[src/rtl/cpu8_pkg.sv]
// Shared definitions for the 8-bit CPU control path: opcodes, control-word
// bit indices, phase positions in the timing vector and sequencer states.
package cpu8_pkg;

    localparam int CW_W  = 14;
    localparam int OPC_W = 4;

    localparam logic [OPC_W-1:0] OP_NOP = 4'h0;
    localparam logic [OPC_W-1:0] OP_LDA = 4'h1;
    localparam logic [OPC_W-1:0] OP_ADD = 4'h2;
    localparam logic [OPC_W-1:0] OP_SUB = 4'h3;
    localparam logic [OPC_W-1:0] OP_STA = 4'h4;
    localparam logic [OPC_W-1:0] OP_LDI = 4'h5;
    localparam logic [OPC_W-1:0] OP_JMP = 4'h6;
    localparam logic [OPC_W-1:0] OP_JZ  = 4'h7;
    localparam logic [OPC_W-1:0] OP_OUT = 4'h8;
    localparam logic [OPC_W-1:0] OP_HLT = 4'hF;

    localparam int CW_PC_OE   = 0;
    localparam int CW_MAR_LD  = 1;
    localparam int CW_RAM_RD  = 2;
    localparam int CW_IR_LD   = 3;
    localparam int CW_PC_INC  = 4;
    localparam int CW_IR_OE   = 5;
    localparam int CW_A_LD    = 6;
    localparam int CW_B_LD    = 7;
    localparam int CW_ALU_SUB = 8;
    localparam int CW_ALU_OE  = 9;
    localparam int CW_RAM_WR  = 10;
    localparam int CW_A_OE    = 11;
    localparam int CW_PC_LD   = 12;
    localparam int CW_OUT_LD  = 13;

    // Bit position of each phase in the timing vector; T0 is the generator's reset phase.
    localparam int T0_BIT = 7;
    localparam int T1_BIT = 0;
    localparam int T2_BIT = 1;
    localparam int T3_BIT = 2;
    localparam int T4_BIT = 3;
    localparam int T5_BIT = 4;
    localparam int T6_BIT = 5;
    localparam int T7_BIT = 6;

    localparam logic [2:0] PH_T0 = 3'd0;
    localparam logic [2:0] PH_T3 = 3'd3;
    localparam logic [2:0] PH_T7 = 3'd7;

    typedef enum logic [2:0] {
        ST_SYNC  = 3'd0,
        ST_RUN   = 3'd1,
        ST_WAIT  = 3'd2,
        ST_HALT  = 3'd3,
        ST_FAULT = 3'd4
    } seq_state_t;

    // Phase number of a one-hot vector; non one-hot inputs are screened separately.
    function automatic logic [2:0] phase_idx(input logic [7:0] sig);
        logic [2:0] idx;
        idx = 3'd0;
        if (sig[T1_BIT]) idx = 3'd1;
        if (sig[T2_BIT]) idx = 3'd2;
        if (sig[T3_BIT]) idx = 3'd3;
        if (sig[T4_BIT]) idx = 3'd4;
        if (sig[T5_BIT]) idx = 3'd5;
        if (sig[T6_BIT]) idx = 3'd6;
        if (sig[T7_BIT]) idx = 3'd7;
        return idx;
    endfunction

endpackage

[src/rtl/ctrl_decode.sv]
// Combinational microcode ROM: (phase, opcode, zf) -> control word plus an
// undefined-opcode flag raised only on the T3 decode step.
module ctrl_decode
    import cpu8_pkg::*;
(
    input  logic [2:0]       i_phase,
    input  logic [OPC_W-1:0] i_opcode,
    input  logic             i_zf,
    output logic [CW_W-1:0]  o_cw,
    output logic             o_illegal
);

    always_comb begin
        o_cw      = '0;
        o_illegal = 1'b0;
        case (i_phase)
            3'd0: begin
                o_cw[CW_PC_OE]  = 1'b1;
                o_cw[CW_MAR_LD] = 1'b1;
            end
            3'd1: begin
                o_cw[CW_RAM_RD] = 1'b1;
                o_cw[CW_IR_LD]  = 1'b1;
            end
            3'd2: o_cw[CW_PC_INC] = 1'b1;
            3'd3: begin
                case (i_opcode)
                    OP_LDA, OP_ADD, OP_SUB, OP_STA: begin
                        o_cw[CW_IR_OE]  = 1'b1;
                        o_cw[CW_MAR_LD] = 1'b1;
                    end
                    OP_LDI: begin
                        o_cw[CW_IR_OE] = 1'b1;
                        o_cw[CW_A_LD]  = 1'b1;
                    end
                    OP_JMP: begin
                        o_cw[CW_IR_OE] = 1'b1;
                        o_cw[CW_PC_LD] = 1'b1;
                    end
                    OP_JZ: begin
                        o_cw[CW_IR_OE] = i_zf;
                        o_cw[CW_PC_LD] = i_zf;
                    end
                    OP_OUT: begin
                        o_cw[CW_A_OE]   = 1'b1;
                        o_cw[CW_OUT_LD] = 1'b1;
                    end
                    OP_NOP, OP_HLT: o_cw = '0;
                    default: o_illegal = 1'b1;
                endcase
            end
            3'd4: begin
                case (i_opcode)
                    OP_LDA: begin
                        o_cw[CW_RAM_RD] = 1'b1;
                        o_cw[CW_A_LD]   = 1'b1;
                    end
                    OP_ADD, OP_SUB: begin
                        o_cw[CW_RAM_RD] = 1'b1;
                        o_cw[CW_B_LD]   = 1'b1;
                    end
                    OP_STA: begin
                        o_cw[CW_A_OE]   = 1'b1;
                        o_cw[CW_RAM_WR] = 1'b1;
                    end
                    default: o_cw = '0;
                endcase
            end
            3'd5: begin
                if (i_opcode == OP_ADD || i_opcode == OP_SUB) begin
                    o_cw[CW_ALU_OE]  = 1'b1;
                    o_cw[CW_A_LD]    = 1'b1;
                    o_cw[CW_ALU_SUB] = (i_opcode == OP_SUB);
                end
            end
            default: o_cw = '0;
        endcase
    end

endmodule

[src/rtl/ctrl_sequencer.sv]
// Control sequencer: phase checker, run/halt/fault state and registered control word.
// Optional single-step mode (i_step input, WAIT state) is built when CTRL_STEP_EN is defined.
module ctrl_sequencer
    import cpu8_pkg::*;
(
    input  logic             i_clk,
    input  logic             i_rst,
    input  logic [7:0]       i_signals,
    input  logic [OPC_W-1:0] i_opcode,
    input  logic             i_zf,
`ifdef CTRL_STEP_EN
    input  logic             i_step,
`endif
    output logic [CW_W-1:0]  o_ctrl,
    output logic             o_halted,
    output logic             o_phase_err,
    output logic             o_illegal_op
);

    seq_state_t       r_state;
    logic [OPC_W-1:0] r_op_q;
    logic [2:0]       r_prev_phase;
`ifdef CTRL_STEP_EN
    logic             r_armed;
`endif

    logic             w_onehot;
    logic [2:0]       w_idx;
    logic             w_seq_ok;
    logic [OPC_W-1:0] w_op;
    logic [CW_W-1:0]  w_cw;
    logic             w_illegal;

    assign w_onehot = $onehot(i_signals);
    assign w_idx    = phase_idx(i_signals);
    assign w_seq_ok = w_onehot && (w_idx == r_prev_phase + 3'd1);
    // T3 decodes straight from IR; later steps must not see IR changing underneath.
    assign w_op     = (w_idx == PH_T3) ? i_opcode : r_op_q;

    ctrl_decode u_decode (
        .i_phase   (w_idx),
        .i_opcode  (w_op),
        .i_zf      (i_zf),
        .o_cw      (w_cw),
        .o_illegal (w_illegal)
    );

    always_ff @(posedge i_clk) begin
        if (i_rst) begin
            r_state      <= ST_SYNC;
            r_op_q       <= '0;
            r_prev_phase <= '0;
            o_ctrl       <= '0;
            o_halted     <= 1'b0;
            o_phase_err  <= 1'b0;
            o_illegal_op <= 1'b0;
`ifdef CTRL_STEP_EN
            r_armed      <= 1'b0;
`endif
        end else begin
            o_illegal_op <= 1'b0;
            o_ctrl       <= '0;
            case (r_state)
                ST_SYNC: begin
                    if (i_signals == (8'h01 << T0_BIT)) begin
                        r_state      <= ST_RUN;
                        r_prev_phase <= PH_T0;
                        o_ctrl       <= w_cw;
                    end
                end
                ST_RUN: begin
                    if (!w_seq_ok) begin
                        r_state     <= ST_FAULT;
                        o_phase_err <= 1'b1;
                    end else begin
                        r_prev_phase <= w_idx;
                        if (w_idx == PH_T3) begin
                            r_op_q       <= i_opcode;
                            o_illegal_op <= w_illegal;
                        end
                        if (w_idx == PH_T3 && i_opcode == OP_HLT) begin
                            r_state  <= ST_HALT;
                            o_halted <= 1'b1;
                        end else begin
                            o_ctrl <= w_cw;
                        end
`ifdef CTRL_STEP_EN
                        if (w_idx == PH_T7)
                            r_state <= ST_WAIT;
`endif
                    end
                end
`ifdef CTRL_STEP_EN
                ST_WAIT: begin
                    if (!w_seq_ok) begin
                        r_state     <= ST_FAULT;
                        o_phase_err <= 1'b1;
                    end else begin
                        r_prev_phase <= w_idx;
                        if (i_step)
                            r_armed <= 1'b1;
                        // Only a step seen in an earlier WAIT cycle releases this T0.
                        if (w_idx == PH_T0 && r_armed) begin
                            r_state <= ST_RUN;
                            r_armed <= 1'b0;
                            o_ctrl  <= w_cw;
                        end
                    end
                end
`endif
                ST_HALT:  o_halted    <= 1'b1;
                ST_FAULT: o_phase_err <= 1'b1;
                default: begin
                    r_state     <= ST_FAULT;
                    o_phase_err <= 1'b1;
                end
            endcase
        end
    end

endmodule

[config.mk]
export PLATFORM = sky130hd
export DESIGN_NAME = ctrl_sequencer
export DESIGN_NICKNAME = d
export VERILOG_FILES = /design/src/rtl/cpu8_pkg.sv /design/src/rtl/ctrl_decode.sv /design/src/rtl/ctrl_sequencer.sv
export SDC_FILE = /design/constraint.sdc
export NUM_CORES = 1
export LEC_CHECK = 0
export ABC_AREA = 1
export CAP_MARGIN = 0
export CORE_ASPECT_RATIO = 1.1
export CORE_MARGIN = 3
export CORE_UTILIZATION = 30
export CTS_CLUSTER_SIZE = 25
export DETAILED_ROUTE_END_ITERATION = 12
export PLACE_DENSITY = 0.55
export SYNTH_ARGS = -nofsm -noshare
export SYNTH_HDL_FRONTEND = slang
export SYNTH_SLANG_ARGS = --single-unit
[constraint.sdc]
create_clock -name i_clk -period 4.35 [get_ports i_clk]
set_input_delay 0.6525 -clock i_clk [delete_from_list [all_inputs] [get_ports i_clk]]
set_output_delay 0.6525 -clock i_clk [all_outputs]
set_load 0.01 [all_outputs]
==> flow_metrics.py, run 1 <==
metrics = {
    "placement": {
        "io_buffers": 31,
        "dp_hpwl_um": 3070,
        "place.gp.congestion": 0.841,
        "place_area_um2": 2170,
    },
    "global_routing": {
        "grt_max_degree": 17,
        "grt_pass1_wl_um": 6410,
        "grt_antenna_before_repair": 0,
        "gr-total-overflow": 0,
        "grt_use_total_pct": 11.7,
        "grt_pass1_vias": 1418,
    },
    "critical_path": {
        "rr_worst_depth": 13,
        "cp-start-kind": "input pin",
        "critPathLaunch": "i_signals[0]",
        "max_stage_delay_ns": 0.54,
        "arrival_ns": 4.21,
        "crit_top_cell": "fa_1",
        "crit_path_cell_trace": "clkdlybuf4s50_1, fa_1, inv_1, fa_1, fa_1, inv_1, ha_1, inv_1, fa_1, nand2_1, a21oi_1, nand3_1, nor2_4, nand2_1, nand2_2, nand2_1, o21ai_2, a21oi_1",
        "cpMaxStageDelayCell": "fa_1",
        "crit_family": "adder cells",
        "r2r_start": "r_prev_phase[0]",
        "cp_num_buf_inv": 4,
        "crit_cells": 18,
        "worst_ep_required_time_ns": 4.49,
        "cp-end-kind": "flip-flop",
        "path_class": "input pin to flip-flop",
        "critPathMaxFanout": 6,
    },
    "timing": {
        "slew_viol_final": 0,
        "period_share_pct": 93.7,
        "skew_ns": 0.00695,
        "setup_violations": 0,
        "slew_headroom_pct": 62.6,
        "tightest_slew_ns": 0.559,
        "min_period_ns": 4.07,
        "hold_viol_final": 0,
        "max_freq_mhz": 245,
        "rsz0062_at_grt": "true",
    },
    "logic_synthesis": {
        "yosys.area.top_type": "dfxtp_1",
        "ys_warn_count": 0,
        "yosys-top-cells-area": "dfxtp_1 (31%), nand2_1 (9.9%), inv_1 (9.3%)",
        "synth_ff_type": "dfxtp_1",
        "syn_nets": 262,
        "ys_seq_area_share_pct": 31.1,
        "yosysTopAreaCellShare_pct": 31.1,
        "syn_area_per_cell_um2": 7.33,
        "syn_area_um2": 1740,
        "yosysUniqueCellTypes": 24,
        "synth_cells": 237,
        "ys_async_sr_fraction_pct": 0,
        "synth-edff-count": 0,
        "synth-seq-cells": 27,
    },
    "floorplanning": {
        "start_util_pct": 31.6,
        "die-area_um2": 6740,
        "ios": 32,
        "die_w_um": 78.5,
        "num_rows": 28,
        "chipHeight_um": 85.8,
        "design.core.area_um2": 5500,
    },
    "drt": {
        "vias": 1494,
        "firstDrtPassIters": 4,
        "wl_um": 3580,
        "drc": 0,
        "routedWlPerCell_um": 10.2,
        "drtIter0Drc": 70,
        "antenna_left": 0,
        "viasPerCell": 4.27,
    },
    "status": {
        "outcome": "finished clean",
    },
    "pwr": {
        "powerDensity_nw_per_um2": 220,
        "peakVddDrop_uv": 150,
        "finalPower_mw": 0.488,
        "power_leakage_nw": 1.03,
    },
    "clock_tree": {
        "path_clk_slew_ns": 0.09,
        "clock_latency_ns": 0.27,
        "cts_tree": "built",
        "cts_buffers": 3,
        "ctsLongestPathBuffers": 2,
        "postCtsSetupRepairBufs": 0,
        "cts_root_buffer": "clkbuf_8",
        "clock_sinks": 27,
        "cts_max_level": 1,
    },
    "worst_hold_path": {
        "holdCritPathClass": "flip-flop to flip-flop",
        "whs_path_depth": 2,
        "worstHoldStart": "o_halted",
    },
    "layout": {
        "fill_cells": 602,
        "area_growth_pct": 27.8,
        "antenna_cells": 0,
        "drive_gt1_share_pct": 20.0,
        "final_area_um2": 2220,
        "nets": 301,
    },
    "flow_run": {
        "drv_cap": 0,
    },
}
-- area by class of cell --
type / count / area (um^2) / share of cell area [%]
multi-input combinational: 159 / 1010 / 45.4
tap: 75 / 93.8 / 4.23
clock buffer: 3 / 41.3 / 1.86
sequential: 27 / 541 / 24.4
clock inverter: 1 / 7.51 / 0.338
timing repair buffer: 35 / 340 / 15.3
inverter: 50 / 188 / 8.46
-- logic make-up after synthesis --
family | Yosys count | synth area share, %
and+or+nand+nor | 128 | 42.7
buffers and inverters | 51 | 11.0
DFF | 27 | 31.1
AOI/OAI and AO/OA | 21 | 6.27
adders and majority gates | 10 | 8.93
-- layer usage --
| metal | wire length, um | up-vias | global-route usage (%) |
|---|---|---|---|
| met5 | 0 | - | 0 |
| met2 | 1730 | 33 | 20.5 |
| met1 | 1660 | 651 | 14.7 |
| li1 | - | 808 | - |
| met3 | 172 | 2 | 2.84 |
| met4 | 14 | 0 | 1.91 |
-- stage by stage --
| step | utilization (%) | worst slack (ns) | setup TNS, ns | hold slack (ns) | std cells |
|---|---|---|---|---|---|
| floorplan | - | 0.609 | 0 | 0.447 | 237 |
| global placement | 39.4 | -0.0114 | -0.0114 | 0.446 | 346 |
| detailed placement | 39.4 | -0.0615 | -0.188 | 0.449 | 346 |
| CTS | 40.3 | 0.228 | 0 | 0.466 | 350 |
| global route | 40.4 | -0.00491 | -0.00491 | 0.490 | 350 |
| finish | 40.4 | 0.275 | 0 | 0.457 | 350 |
-- repair_timing --
action | in CTS | in global routing
hold buffers | 0 | 0
gates resized for setup | 0 | 1
hold endpoints to repair | 0 | 0
setup endpoints to repair | 0 | 2
-- path summary, 6_finish.rpt --
check                              endpoint  slack, ns
worst min-delay path               o_halted       0.46
worst min register to register     o_halted       0.46
worst max register to register  o_phase_err       2.73
worst max-delay path            o_phase_err       0.28
-- registers in the layout, summed over array words and instances, names as in the netlist --
name	flops
r_state	3
r_prev_phase	3
o_halted	1
r_op_q	4
o_ctrl	14
o_illegal_op	1
o_phase_err	1
-- worst register-to-register path, cell delays in order (launching register included) --
cell     delay, ns
dfxtp_1       0.36
ha_1          0.24
inv_1         0.07
nand2_1       0.05
nand2_1       0.06
nand2_1       0.04
nand2_1       0.07
nand2_2       0.06
nor2_4        0.10
nand2_1       0.07
nand2_2       0.12
nand2_1       0.10
o21ai_2       0.08
a21oi_1       0.07
-- placed cells by master, fill, tap and decap left out, types with 2 or more instances in the layout --
cell | netlist | final
nand2_1 | 46 | 46
inv_1 | 43 | 43
clkdlybuf4s50_1 | 0 | 31
dfxtp_1 | 27 | 27
nand3_1 | 17 | 17
nor2_1 | 16 | 16
a21oi_1 | 14 | 14
nand2_2 | 13 | 13
nand4_1 | 10 | 10
inv_2 | 7 | 7
nor2_4 | 6 | 6
nand2_4 | 6 | 6
ha_1 | 6 | 6
nor2_2 | 5 | 5
o21ai_0 | 4 | 4
fa_1 | 4 | 4
buf_4 | 0 | 4
nor3_2 | 3 | 3
clkbuf_8 | 0 | 3
nor2_8 | 2 | 2
o21ai_2 | 1 | 2
-- where the power goes --
part	leakage, nW	internal [mW]	switching (mW)
Clock	0.0217	0.0650	0.0784
Combinational	0.786	0.0411	0.0556
Sequential	0.217	0.247	0.000227
-- Yosys cell counts (2+ instances only) --
cell type	instances
nor2_8	2
dfxtp_1	27
nor2_1	16
nand2_1	46
nand2_2	13
nand2_4	6
o21ai_1	2
nand4_1	10
o21ai_0	4
inv_1	43
nor3_2	3
inv_2	7
ha_1	6
nand3_1	17
nor2_2	5
a21oi_1	14
fa_1	4
nor2_4	6
Note: power is estimated with default switching activity, not from simulation.
==> run 2: changes to the inputs <==
Settings changed: CAP_MARGIN 0 to 10.
==> results of run 2 <==
Same layout as run 1: the final DEF is identical, and so are final timing and power.
